$ cat src/rtl/step_motor_cmd_seq.sv
`timescale 1ns/1ps
// Command sequencer for single_step_motor: buffers motion commands in a small FIFO and
// runs one start/ack/done handshake per command, with abort-and-flush support.
module step_motor_cmd_seq #(
    parameter int C_STEP_NUMBER_WIDTH = 16,
    parameter int C_SPEED_DATA_WIDTH  = 16,
    parameter int C_MICROSTEP_WIDTH   = 3,
    parameter int C_FIFO_AW           = 3,
    parameter int C_PULSE_CYCLES      = 4,
    parameter int C_ACK_TIMEOUT       = 1024
) (
    input  logic                           clk,
    input  logic                           resetn,
    input  logic                           s_valid,
    output logic                           s_ready,
    input  logic [C_SPEED_DATA_WIDTH-1:0]  s_speed,
    input  logic [C_STEP_NUMBER_WIDTH-1:0] s_step,
    input  logic                           s_dir,
    input  logic [C_MICROSTEP_WIDTH-1:0]   s_ms,
    input  logic                           abort,
    output logic [C_SPEED_DATA_WIDTH-1:0]  m_speed,
    output logic [C_STEP_NUMBER_WIDTH-1:0] m_step,
    output logic                           m_dir,
    output logic [C_MICROSTEP_WIDTH-1:0]   m_ms,
    output logic                           m_start,
    output logic                           m_stop,
    input  logic                           m_state,
    output logic                           busy,
    output logic [C_FIFO_AW:0]             fifo_count,
    output logic                           done,
    output logic                           err,
    output logic [2:0]                     dbg_state
);
    localparam int DEPTH = 1 << C_FIFO_AW;
    localparam int CMD_W = C_SPEED_DATA_WIDTH + C_STEP_NUMBER_WIDTH + 1 + C_MICROSTEP_WIDTH;
    localparam int CNT_W = $clog2(C_ACK_TIMEOUT + C_PULSE_CYCLES + 1);

    typedef enum logic [2:0] {
        ST_IDLE, ST_LOAD, ST_START, ST_WAIT_ACK, ST_WAIT_DONE, ST_STOP, ST_WAIT_IDLE
    } state_t;

    state_t                         state_q, state_d;
    logic [CNT_W-1:0]               cnt_q, cnt_d;
    logic [C_FIFO_AW-1:0]           wr_ptr_q, wr_ptr_d, rd_ptr_q, rd_ptr_d;
    logic                           full_q, full_d;
    logic                           abort_q;
    logic                           abort_pending_q, abort_pending_d;
    logic [C_SPEED_DATA_WIDTH-1:0]  m_speed_q, m_speed_d;
    logic [C_STEP_NUMBER_WIDTH-1:0] m_step_q, m_step_d;
    logic                           m_dir_q, m_dir_d;
    logic [C_MICROSTEP_WIDTH-1:0]   m_ms_q, m_ms_d;
    logic                           m_start_q, m_start_d, m_stop_q, m_stop_d;
    logic                           done_q, done_d, err_q, err_d;
    logic [CMD_W-1:0]               mem_q [DEPTH];

    logic                           empty, push, pop, abort_rise;
    logic [C_FIFO_AW-1:0]           wr_inc, rd_inc, ptr_diff;
    logic [C_SPEED_DATA_WIDTH-1:0]  head_speed;
    logic [C_STEP_NUMBER_WIDTH-1:0] head_step;
    logic                           head_dir;
    logic [C_MICROSTEP_WIDTH-1:0]   head_ms;

    // Upstream handshake: a command transfers on a clk where s_valid && s_ready; s_ready
    // does not depend on s_valid, and the command fields must be stable while s_valid is high.
    assign empty      = (wr_ptr_q == rd_ptr_q) && !full_q;
    assign s_ready    = !full_q && !abort_pending_q;
    assign push       = s_valid && s_ready;
    assign abort_rise = abort && !abort_q;
    assign wr_inc     = wr_ptr_q + 1'b1;
    assign rd_inc     = rd_ptr_q + 1'b1;
    assign ptr_diff   = wr_ptr_q - rd_ptr_q;
    assign {head_speed, head_step, head_dir, head_ms} = mem_q[rd_ptr_q];

    assign busy       = (state_q != ST_IDLE) || !empty;
    assign fifo_count = full_q ? {1'b1, {C_FIFO_AW{1'b0}}} : {1'b0, ptr_diff};
    assign m_speed    = m_speed_q;
    assign m_step     = m_step_q;
    assign m_dir      = m_dir_q;
    assign m_ms       = m_ms_q;
    assign m_start    = m_start_q;
    assign m_stop     = m_stop_q;
    assign done       = done_q;
    assign err        = err_q;
    assign dbg_state  = state_q;

    always_comb begin
        state_d         = state_q;
        cnt_d           = cnt_q;
        abort_pending_d = abort_pending_q;
        m_speed_d       = m_speed_q;
        m_step_d        = m_step_q;
        m_dir_d         = m_dir_q;
        m_ms_d          = m_ms_q;
        m_start_d       = m_start_q;
        m_stop_d        = m_stop_q;
        done_d          = 1'b0;
        err_d           = 1'b0;
        pop             = 1'b0;
        case (state_q)
            ST_IDLE: if (!empty && !m_state && !abort_rise) state_d = ST_LOAD;
            ST_LOAD: begin
                pop = 1'b1;
                if (abort_rise) begin
                    state_d = ST_STOP;
                    cnt_d   = '0;
                end else if (head_step == '0) begin
                    err_d   = 1'b1;
                    state_d = ST_IDLE;
                end else begin
                    m_speed_d = head_speed;
                    m_step_d  = head_step;
                    m_dir_d   = head_dir;
                    m_ms_d    = head_ms;
                    state_d   = ST_START;
                    cnt_d     = '0;
                end
            end
            // The first START clk only lets the freshly loaded m_* data settle.
            ST_START: begin
                if (abort_rise) begin
                    m_start_d = 1'b0;
                    state_d   = ST_STOP;
                    cnt_d     = '0;
                end else if (cnt_q == CNT_W'(C_PULSE_CYCLES)) begin
                    m_start_d = 1'b0;
                    state_d   = ST_WAIT_ACK;
                    cnt_d     = '0;
                end else begin
                    m_start_d = 1'b1;
                    cnt_d     = cnt_q + 1'b1;
                end
            end
            ST_WAIT_ACK: begin
                if (abort_rise) begin
                    state_d = ST_STOP;
                    cnt_d   = '0;
                end else if (m_state) begin
                    state_d = ST_WAIT_DONE;
                end else if (cnt_q == CNT_W'(C_ACK_TIMEOUT - 1)) begin
                    err_d   = 1'b1;
                    state_d = ST_IDLE;
                end else begin
                    cnt_d = cnt_q + 1'b1;
                end
            end
            ST_WAIT_DONE: begin
                if (abort_rise) begin
                    state_d = ST_STOP;
                    cnt_d   = '0;
                end else if (!m_state) begin
                    done_d  = 1'b1;
                    state_d = ST_IDLE;
                end
            end
            ST_STOP: begin
                if (cnt_q == CNT_W'(C_PULSE_CYCLES)) begin
                    m_stop_d = 1'b0;
                    state_d  = ST_WAIT_IDLE;
                end else begin
                    m_stop_d = 1'b1;
                    cnt_d    = cnt_q + 1'b1;
                end
            end
            ST_WAIT_IDLE: begin
                if (!m_state) begin
                    state_d         = ST_IDLE;
                    abort_pending_d = 1'b0;
                end
            end
            default: state_d = ST_IDLE;
        endcase
        // An abort seen in IDLE only flushes; it never blocks new commands.
        if (abort_rise && (state_q inside {ST_LOAD, ST_START, ST_WAIT_ACK, ST_WAIT_DONE}))
            abort_pending_d = 1'b1;

        wr_ptr_d = wr_ptr_q;
        rd_ptr_d = rd_ptr_q;
        full_d   = full_q;
        if (abort_rise) begin
            wr_ptr_d = '0;
            rd_ptr_d = '0;
            full_d   = 1'b0;
        end else begin
            if (push) wr_ptr_d = wr_inc;
            if (pop)  rd_ptr_d = rd_inc;
            if (push && !pop)      full_d = (wr_inc == rd_ptr_q);
            else if (pop && !push) full_d = 1'b0;
        end
    end

    always_ff @(posedge clk) begin
        if (!resetn) begin
            state_q         <= ST_IDLE;
            cnt_q           <= '0;
            wr_ptr_q        <= '0;
            rd_ptr_q        <= '0;
            full_q          <= 1'b0;
            abort_q         <= 1'b0;
            abort_pending_q <= 1'b0;
            m_speed_q       <= '0;
            m_step_q        <= '0;
            m_dir_q         <= 1'b0;
            m_ms_q          <= '0;
            m_start_q       <= 1'b0;
            m_stop_q        <= 1'b0;
            done_q          <= 1'b0;
            err_q           <= 1'b0;
        end else begin
            state_q         <= state_d;
            cnt_q           <= cnt_d;
            wr_ptr_q        <= wr_ptr_d;
            rd_ptr_q        <= rd_ptr_d;
            full_q          <= full_d;
            abort_q         <= abort;
            abort_pending_q <= abort_pending_d;
            m_speed_q       <= m_speed_d;
            m_step_q        <= m_step_d;
            m_dir_q         <= m_dir_d;
            m_ms_q          <= m_ms_d;
            m_start_q       <= m_start_d;
            m_stop_q        <= m_stop_d;
            done_q          <= done_d;
            err_q           <= err_d;
        end
    end

    // Storage needs no reset: contents are only read while the pointers say non-empty.
    always_ff @(posedge clk) begin
        if (push) mem_q[wr_ptr_q] <= {s_speed, s_step, s_dir, s_ms};
    end
endmodule

$ cat config.mk
export PLATFORM = sky130hd
export DESIGN_NAME = step_motor_cmd_seq
export DESIGN_NICKNAME = d
export VERILOG_FILES = /design/src/rtl/step_motor_cmd_seq.sv
export SDC_FILE = /design/constraint.sdc
export NUM_CORES = 1
export LEC_CHECK = 0
export ABC_AREA = 1
export ABC_CLOCK_PERIOD_IN_PS = 2880
export BUFFER_PORTS_ARGS = -buffer_cell sky130_fd_sc_hd__buf_2
export CAP_MARGIN = 20
export CORE_ASPECT_RATIO = 0.9
export CORE_MARGIN = 8
export CORE_UTILIZATION = 47
export DETAILED_ROUTE_END_ITERATION = 10
export HOLD_SLACK_MARGIN = 0.05
export PLACE_DENSITY = 0.69
export SETUP_SLACK_MARGIN = 0.5
export SLEW_MARGIN = 5
export SYNTH_ARGS = -nofsm -noshare
export SYNTH_HDL_FRONTEND = slang
export SYNTH_SLANG_ARGS = --single-unit
$ cat constraint.sdc
create_clock -name clk -period 2.88 [get_ports clk]
set_clock_uncertainty 0.05 [all_clocks]
set_input_delay 0.288 -clock clk [delete_from_list [all_inputs] [get_ports clk]]
set_output_delay 0.288 -clock clk [all_outputs]
set_load 0.01 [all_outputs]
==> metrics.yaml, run 1 <==
placed_design:
  port_buffers: 89
  dp_hpwl_um: 21500
  gp_congestion: 0.875
synthesis:
  ys_warn_count: 0
  synth_edf_count: 288
  synth_top_family_by_area: "simple AND/OR/NAND/NOR gates"
  syn_area_um2: 15000
  synth-simple-area-share: 0.233
  synth-seq-cells: 354
  syn_inst: 1507
  synth_adder_area_share: 0.00717
  ys.flop_type: "edfxtp_1"
  syn_avg_cell_area_um2: 9.95
  synth_compound_area_frac: 0.0282
  synth-xor-area-share: 0.00292
  ys_types: 35
  synthMuxAreaShare: 0
  async_flop_share: 0
  ys_seq_area_frac: 0.665
  syn-num-nets: 1556
setup_path:
  end_kind: "flop"
  worst-setup-path-type: "flop to flop"
  worstPathRequired_ns: 3.27
  slowest_delay_ns: 0.38
  path_common_cell: "nand2_1"
  critical_path_arrival_ns: 2.74
  cp_max_fo: 16
  crit_slowest_cell: "dfxtp_4"
  path_cells: "buf_4 > buf_8 > nand2_1 > nand3_1 > nand2_1 > nand2_1 > nand2_1 > nor2_2 > nand2_1 > nor2_2 > nand2_2 > nand2_4 > clkbuf_16 > o21ai_0 > nor2_1"
  critPathLaunchType: "flop"
pwr:
  combPwrFrac: 0.263
  power_density_nw_per_um2: 802
  netSwitchingFraction: 0.313
  seq_power_share: 0.430
  ir_drop_uv: 474
  p_sw_mw: 4.52
  p_leak_nw: 7.37
  p_total_mw: 14.4
  intPower_mw: 9.92
  p_clk_frac: 0.307
timing:
  tightest_slew_ns: 0.586
  holdWs_ns: 0.0945
  min_period_ns: 2.34
  relSlewSlack: 0.609
  setup_viol: 0
  period_share: 0.813
  rsz0062_at_grt: "yes"
  max_freq_ghz: 0.427
  final-hold-violation-count: 0
  finalMaxSlewViolations: 0
floorplanning:
  die_h_um: 185
  core_area_um2: 31700
  dieArea_um2: 37900
  die-width_um: 204
  rows: 62
  initial_core_util: 0.474
  ios: 90
routing:
  dr_total_vias: 11135
  drc: 0
  vias_per_cell: 5.30
  routed_wl_um: 38100
  routedWlPerCell_um: 18.1
  postRouteAntennaNets: 0
  drt_first_pass_iters: 6
  drtIter0Drc: 984
global_routing:
  antenna_found_initial: 1
  grt_overflow: 0
  grt_pass1_vias: 10800
  grt_first_pass_wirelength_um: 57700
  grt_util_all_layers: 0.192
  grt_max_degree: 53
layout:
  layout-drive-gt1-share: 0.146
  ff_latch_area_um2: 9980
  final_nets: 1708
  n_antenna_cell: 0
  n_fill_cell: 2641
  multiInputGateArea_um2: 4230
  area.growth.synth_to_final_pct: 20.1
cts:
  cts.clk_slew.worst_paths_ns: 0.06
  cts_tree: "done"
  clock_latency_ns: 0.52
  cts_buffers: 36
  clkSinkCount: 354
  root_buffer: "clkbuf_16"
  cts_buffer_depth: 3
  cts-htree-levels: 2
outcome:
  status: "completed"
worst_hold_path:
  hp-class: "primary input to flop"
run:
  max_cap_viol_count: 0
## power groups by stage
stage / sequential (mW) / combinational [mW] / clock, mW
finish: 6.21 / 3.80 / 4.43
global route: 6.26 / 4.23 / 4.68
CTS: 6.21 / 3.45 / 4.49
detailed placement: 6.32 / 3.28 / 0
global placement: 6.31 / 3.23 / 0
floorplan: 6.32 / 2.23 / 0
## worst max-delay path: cells and delay by family (launching register included)
kind / cells / cell delay (ns)
buffers and inverters: 3 / 0.52
AND/OR/NAND/NOR: 11 / 1.20
AO/OA/AOI/OAI: 1 / 0.09
flip-flops: 1 / 0.38
## logic make-up (layout without fill, tap and decap cells)
family,Yosys count,after routing
AND/OR/NAND/NOR,831,833
buffers and inverters,226,403
adder cells (fa/ha/maj),8,8
XOR/XNOR,5,5
flip-flops,354,354
AO/OA/AOI/OAI,83,83
## state kept, by name, indices dropped and copies added, names as in the netlist, named ones only
name and count:
m_dir 1, cnt_q 11, m_stop 1, mem_q 288, wr_ptr_q 3, dbg_state 3, abort_pending_q 1, m_step 16
rd_ptr_q 3, abort_q 1, err 1, full_q 1, m_speed 16, m_start 1, m_ms 3, done 1
## cell usage after synthesis (7+ instances only)
cell	count	area, um^2
nand2_1	468	1760
o21ai_0	40	200
a21oi_1	31	155
buf_2	18	90.1
nand3_1	223	1120
buf_1	12	45.0
edfxtp_1	288	8650
ha_1	7	87.6
inv_1	148	556
clkbuf_1	26	97.6
nor2_1	112	420
dfxtp_1	66	1320
nor3_1	8	40.0
buf_4	12	90.1
o21ai_1	8	40.0
## metrics by stage
| step | setup slack, ns | instances | TNS, ns | instance area [um^2] | util |
|---|---|---|---|---|---|
| floorplan | -0.0363 | 1507 | -5.23 | 15000 | - |
| global route | 0.379 | 2102 | 0 | 18000 | 0.569 |
| finish | 0.538 | 2102 | 0 | 18000 | 0.569 |
| global placement | 0.167 | 1970 | 0 | 16000 | 0.506 |
| CTS | 0.495 | 2083 | 0 | 17600 | 0.557 |
| detailed placement | 0.187 | 1970 | 0 | 16000 | 0.506 |
## per-layer routing
metal | wire [um] | global-route usage | share of wire
met1 | 16100 | 0.253 | 0.42
met3 | 2980 | 0.0329 | 0.078
met2 | 17900 | 0.315 | 0.47
met4 | 1150 | 0.0768 | 0.030
met5 | 12 | 0 | 0.00032
## path summary, 6_finish.rpt
| path | to | from | slack [ns] | cells after the start |
|---|---|---|---|---|
| worst max register to register | m_step[13]$_SDFFE_PN0P_ | flop | 0.54 | 15 |
| worst min-delay path | wr_ptr_q[1]$_SDFFE_PP0P_ | s_valid | 0.09 | 3 |
| worst min register to register | m_step[4]$_SDFFE_PN0P_ | m_step[4]$_SDFFE_PN0P_ | 0.41 | 2 |
| worst max-delay path | m_step[13]$_SDFFE_PN0P_ | flop | 0.54 | 15 |
## cell usage in the layout, fill, tap and decap left out, drive strengths merged
| cell | count |
|---|---|
| clkbuf | 59 |
| dfxtp | 66 |
| fa | 1 |
| buf | 141 |
| o21a | 1 |
| a21oi | 31 |
| xor2 | 4 |
| nand3b | 3 |
| nand4 | 6 |
| nor3 | 11 |
| edfxtp | 288 |
| nor3b | 1 |
| clkinvlp | 1 |
| ha | 7 |
| and3 | 1 |
| bufinv | 2 |
| a211oi | 1 |
| dlygate4sd3 | 37 |
| inv | 154 |
| clkinv | 9 |
| o21ai | 48 |
| nand3 | 223 |
| a31oi | 1 |
| nand2 | 471 |
| o22ai | 1 |
| or2 | 1 |
| xnor2 | 1 |
| nor2 | 116 |
## final cells by class
type	count	share of cell area
clock inverter	13	0.00667
multi-input combinational	929	0.235
inverter	152	0.0331
timing repair inverter	1	0.000486
timing repair buffer	185	0.0874
clock buffer	52	0.0551
tap	416	0.0289
sequential	354	0.554
## repair_timing
action                     CTS  global route
hold endpoints to repair   289             0
resized for setup           12            44
cloned                       1            10
setup endpoints to repair   50            51
pin swaps                    3             9
hold buffers                37             0
setup buffers               10             9
Note: power is estimated with default switching activity, not from simulation.
==> run 2, diff against run 1 <==
ABC_CLOCK_PERIOD_IN_PS = 2200   (was 2880)
PLACE_DENSITY = 0.66   (was 0.69)
clock period = 2.2 ns   (was 2.88 ns; I/O delays follow)
==> run 2 against run 1 <==
Net effect:
- the run now ends with setup timing left
- first-iteration DRC count rose by 4.3%
- sequential power up 32%
- sequential share of layout area is 4.6 points lower
- via count increased by 4.1%
- count of clock-buffer cells in the layout rose by 1
==> metrics.yaml, run 2 (same netlist as run 1, synthesis figures left out) <==
worst_hold_path:
  hold_start: "resetn"
  hold_end: "m_step[11]$_SDFFE_PN0P_"
  hold_path_depth: 4
  hp-class: "primary input to flop"
setup_path:
  reg2reg_depth: 18
  slowest_delay_ns: 0.38
  worst-setup-path-type: "flop to flop"
  end_kind: "flop"
  cp_top_family: "simple AND/OR/NAND/NOR gates"
  r2r_slack_ns: -0.20
  path_buf_inv: 6
  crit_cells: 18
  worstPathRequired_ns: 2.56
  crit_slowest_cell: "dfxtp_4"
  critical_path_arrival_ns: 2.76
  path_cells: "buf_12 > clkinv_16 > buf_12 > buf_16 > nand2_1 > nand3_2 > nand2_2 > buf_4 > nand2_1 > nand2_1 > nor2_1 > nand2_1 > nor2_1 > nand2_1 > nand2_4 > clkbuf_16 > o21ai_0 > nor2_1"
  r2r_end: "m_step[0]$_SDFFE_PN0P_"
  cp_max_fo: 8
  path_common_cell: "nand2_1"
  critPathLaunchType: "flop"
routing:
  postRouteAntennaNets: 0
  drt_first_pass_iters: 5
  drtIter0Drc: 1026
  routed_wl_um: 41300
  dr_total_vias: 11594
  routedWlPerCell_um: 18.9
  drc: 0
  vias_per_cell: 5.32
global_routing:
  antenna_found_initial: 2
  grt_first_pass_wirelength_um: 59700
  grt_overflow: 0
  grt_pass1_vias: 10929
  grt_util_all_layers: 0.201
  grt_max_degree: 44
placed_design:
  port_buffers: 89
  dp_hpwl_um: 21500
  gp_congestion: 0.862
floorplanning:
  die-width_um: 204
  initial_core_util: 0.474
  ios: 90
  core_area_um2: 31700
  rows: 62
  die_h_um: 185
  dieArea_um2: 37900
layout:
  fin_util: 0.622
  final_nets: 1783
  layout-drive-gt1-share: 0.253
  area.growth.synth_to_final_pct: 31.3
  mostFrequentLayoutCell: "nand2_1"
  layout_common_cells: "nand2_1 (425), edfxtp_1 (288), nand3_1 (190)"
  regMostFlops: "mem_q"
  largest_reg_flops: 288
timing:
  setup_viol: 49
  rsz0062_at_grt: "yes"
  fin_ws_ns: -0.202
  holdWs_ns: 0.119
  min_period_ns: 2.40
  final-hold-violation-count: 0
  period_share: 1.09
  finalMaxSlewViolations: 0
  relSlewSlack: 0.634
  max_freq_ghz: 0.416
  tightest_slew_ns: 0.549
pwr:
  ir_drop_uv: 576
  p_leak_nw: 8.06
  power_density_nw_per_um2: 1050
outcome:
  failed_checks: "setup timing"
  status: "finished with violations"
cts:
  clock_latency_ns: 0.53
  cts_buffers: 38
  cts.clk_slew.worst_paths_ns: 0.06
  cts_buffer_depth: 3
  cts-htree-levels: 2
  cts_tree: "done"
  root_buffer: "clkbuf_16"
  clkSinkCount: 354
run:
  max_cap_viol_count: 0
## run 2: changes by cell type in the layout (fill, tap and decap cells not counted), sizes merged
cell and change:
nand2 -1, buf +67, inv +1, nor2 +1
dlygate4sd3 +2, clkbuf +5, diode +3, clkinv +3
bufinv -2
## run 2: report_power, final
part / switching (mW) / internal (mW) / leakage (nW)
combinational: 3.81 / 2.74 / 4.34
sequential: 0.390 / 7.82 / 3.16
clock: 2.51 / 3.39 / 0.561
total: 6.70 / 14.0 / 8.06
## run 2: how the worst max path moves through the flow
stage          startpoint                      end  slack (ns)
3_3_place_gp         flop   m_step[9]$_SDFFE_PN0P_       -0.20
5_1_grt              flop  m_step[13]$_SDFFE_PN0P_       -0.30
2_1_floorplan        flop    cnt_q[0]$_SDFFE_PN0P_        0.37
6_report             flop   m_step[0]$_SDFFE_PN0P_       -0.20
4_1_cts              flop  m_step[15]$_SDFFE_PN0P_       -0.03
3_5_place_dp         flop  m_step[11]$_SDFFE_PN0P_       -0.25
## run 2: timing repair
action                     in CTS  in global routing
buffers inserted               16                 22
resized for setup              51                156
setup endpoints to repair      54                121
hold buffers                   39                  0
gates cloned                    9                 13
pin swaps                      12                 66
hold endpoints to repair      294                  0
## run 2: per-stage QoR
step	cells	TNS [ns]	setup slack, ns	cell area [um^2]	total power, mW
finish	2181	-4.90	-0.202	19700	20.7
floorplan	1507	0	0.371	15100	11.3
CTS	2143	-0.157	-0.0282	18600	19.5
global route	2180	-10.06	-0.303	19700	21.6
global placement	2011	-3.99	-0.204	16500	12.9
detailed placement	2011	-5.43	-0.255	16500	13.0
## run 2: layer usage
layer / track usage / part of all wire / up-vias
met5: 0 / 0 / -
met4: 0.0584 / 0.027 / 0
met3: 0.0362 / 0.085 / 100
met2: 0.325 / 0.46 / 518
met1: 0.274 / 0.43 / 5506
li1: - / - / 5470
## run 2: worst min-delay path: cells and delay by family
family	cells	cell delay (ns)
compound gates	1	0.11
buf+inv	3	0.31
## run 2: cell type report
| type | instances | area, um^2 |
|---|---|---|
| antenna | 3 | 7.51 |
| clock buffer | 53 | 1070 |
| clock inverter | 15 | 75.1 |
| fill | 2448 | 12000 |
| inverter | 152 | 602 |
| multi-input combinational | 929 | 4800 |
| sequential | 354 | 10000 |
| tap | 416 | 520 |
| timing repair buffer | 258 | 2620 |
| timing repair inverter | 1 | 6.26 |
==> run 3, diff against run 2 <==
ABC_CLOCK_PERIOD_IN_PS = 3000   (was 2200)
BUFFER_PORTS_ARGS = not set   (was -buffer_cell sky130_fd_sc_hd__buf_2)
DONT_BUFFER_PORTS = 1   (was not set)
PLACE_DENSITY = 0.64   (was 0.66)
clock period = 3 ns   (was 2.2 ns; I/O delays follow)
==> run 3 against run 2 <==
Net effect:
- the flow now finishes without violations
- maximum frequency increased by 2.6%
- critical path type unchanged
- design area fell by 11%
- worst setup slack gained 0.86 ns
- wire length down 8.4%
- sequential power is 26% lower
- cell count is 7.6% lower
- sequential cell count did not move
- count of clock-buffer cells in the layout down 2
- global-route usage fell by 0.18 points
==> metrics.yaml, run 3 (same netlist as run 1, synthesis figures left out) <==
outcome:
  status: "completed"
routing:
  routed-wl-met3_um: 3240
  routed.top_layer: "met5"
  dr_total_vias: 10621
  routed_wl_um: 37800
  postRouteAntennaNets: 0
  route.met2.wl_um: 17200
  vias_per_cell: 5.27
  drc: 0
  met1_length_um: 16300
  drtIter0Drc: 703
  routedWlPerCell_um: 18.8
  drt_first_pass_iters: 5
floorplanning:
  initial_core_util: 0.474
  dieArea_um2: 37900
  core_area_um2: 31700
  ios: 90
  die-width_um: 204
  rows: 62
  die_h_um: 185
pwr:
  p_clk_frac: 0.328
  power_density_nw_per_um2: 790
  combPwrFrac: 0.236
  netSwitchingFraction: 0.311
  ir_drop_uv: 612
  seq_power_share: 0.436
  p_total_mw: 13.9
  p_leak_nw: 6.96
  p_sw_mw: 4.33
  intPower_mw: 9.60
setup_path:
  end_kind: "flop"
  worst-setup-path-type: "flop to flop"
  worstPathRequired_ns: 3.36
  critical_path_arrival_ns: 2.70
  cp_max_fo: 12
  critPathLaunchType: "flop"
global_routing:
  grt_overflow: 0
  antenna_found_initial: 3
  grt_first_pass_wirelength_um: 58800
  grt_util_all_layers: 0.199
  grt_pass1_vias: 10523
  grt_max_degree: 47
layout:
  layout-drive-gt1-share: 0.0864
  ff_latch_area_um2: 9980
  n_fill_cell: 2727
  final_nets: 1619
  mostFrequentLayoutCell: "nand2_1"
  layout_common_cells: "nand2_1 (468), edfxtp_1 (288), nand3_1 (223)"
  multiInputGateArea_um2: 4180
  area.growth.synth_to_final_pct: 17.5
  regMostFlops: "mem_q"
  largest_reg_flops: 288
worst_hold_path:
  hp-class: "primary input to flop"
run:
  max_cap_viol_count: 0
cts:
  cts.clk_slew.worst_paths_ns: 0.06
  clkSinkCount: 354
  root_buffer: "clkbuf_16"
  clock_latency_ns: 0.53
  cts-htree-levels: 2
  cts_tree: "done"
  cts_buffer_depth: 3
  cts_buffers: 38
timing:
  tightest_slew_ns: 0.526
  setup_viol: 0
  period_share: 0.780
  setup_tns_ns: 0
  max_freq_ghz: 0.427
  relSlewSlack: 0.649
  fin_ws_ns: 0.660
  min_period_ns: 2.34
  final-hold-violation-count: 0
  rsz0062_at_grt: "yes"
  finalMaxSlewViolations: 0
placed_design:
  port_buffers: 0
  dp_hpwl_um: 21500
  gp_congestion: 0.865
  dp_worst_setup_slack_ns: 0.362
run 3: power by group through the flow:
stage | sequential (mW) | combinational [mW] | clock (mW)
2_1_floorplan | 6.06 | 2.14 | 0
3_3_place_gp | 6.16 | 2.83 | 0
5_1_grt | 6.12 | 3.70 | 4.83
6_report | 6.07 | 3.29 | 4.56
4_1_cts | 6.08 | 3.08 | 4.64
3_5_place_dp | 6.18 | 2.88 | 0
run 3: layout make-up:
class,count,share of cell area
clock buffers,51,0.0596
well taps,416,0.0295
multi-input cells,928,0.237
diodes,2,0.000284
inverters,152,0.0331
clock inverters,16,0.00880
repair inverters,1,0.000497
repair buffers,95,0.0649
flip-flops and latches,354,0.566
run 3: what timing repair did:
action                                 CTS  global route
hold buffers                            43             0
endpoints found under the hold margin  336             0
pin swaps                                2             4
gates resized for setup                  6            15
cloned                                   2             4
setup endpoints to repair               41            50
buffers inserted                         2            12
run 3: worst paths after layout:
| kind | from | cells past startpoint | endpoint | slack (ns) |
|---|---|---|---|---|
| worst max-delay path | cnt_q[0]$_SDFFE_PN0P_ | 11 | cnt_q[6]$_SDFFE_PN0P_ | 0.66 |
| worst min-delay path | abort | 5 | abort_pending_q$_SDFFE_PN0P_ | 0.14 |
| worst max register to register | cnt_q[0]$_SDFFE_PN0P_ | 11 | cnt_q[6]$_SDFFE_PN0P_ | 0.66 |
| worst min register to register | abort_pending_q$_SDFFE_PN0P_ | 2 | abort_pending_q$_SDFFE_PN0P_ | 0.42 |
run 3: layer usage:
layer,track usage,up-vias
met4,0.0717,2
met1,0.261,5064
met5,0,-
met3,0.0479,73
li1,-,5117
met2,0.319,365
run 3: worst max-delay path, cell delays in order, from the launching register on:
cell and delay (ns):
dfxtp_1 0.43, ha_1 0.22, nand3_1 0.12, nor2_1 0.20, nand3_1 0.15, nor2_2 0.17
nand4_1 0.16, a21oi_2 0.23, nor2_4 0.09, buf_4 0.20, a21oi_1 0.16, nor2_1 0.06
run 3: metrics by stage:
step | utilization | cells | cell area (um^2) | hold WS, ns
3_3_place_gp | 0.493 | 1883 | 15600 | 0.346
3_5_place_dp | 0.493 | 1883 | 15600 | 0.349
5_1_grt | 0.557 | 2015 | 17600 | 0.178
6_report | 0.557 | 2015 | 17600 | 0.135
2_1_floorplan | - | 1507 | 15000 | 0.343
4_1_cts | 0.548 | 1997 | 17300 | 0.108
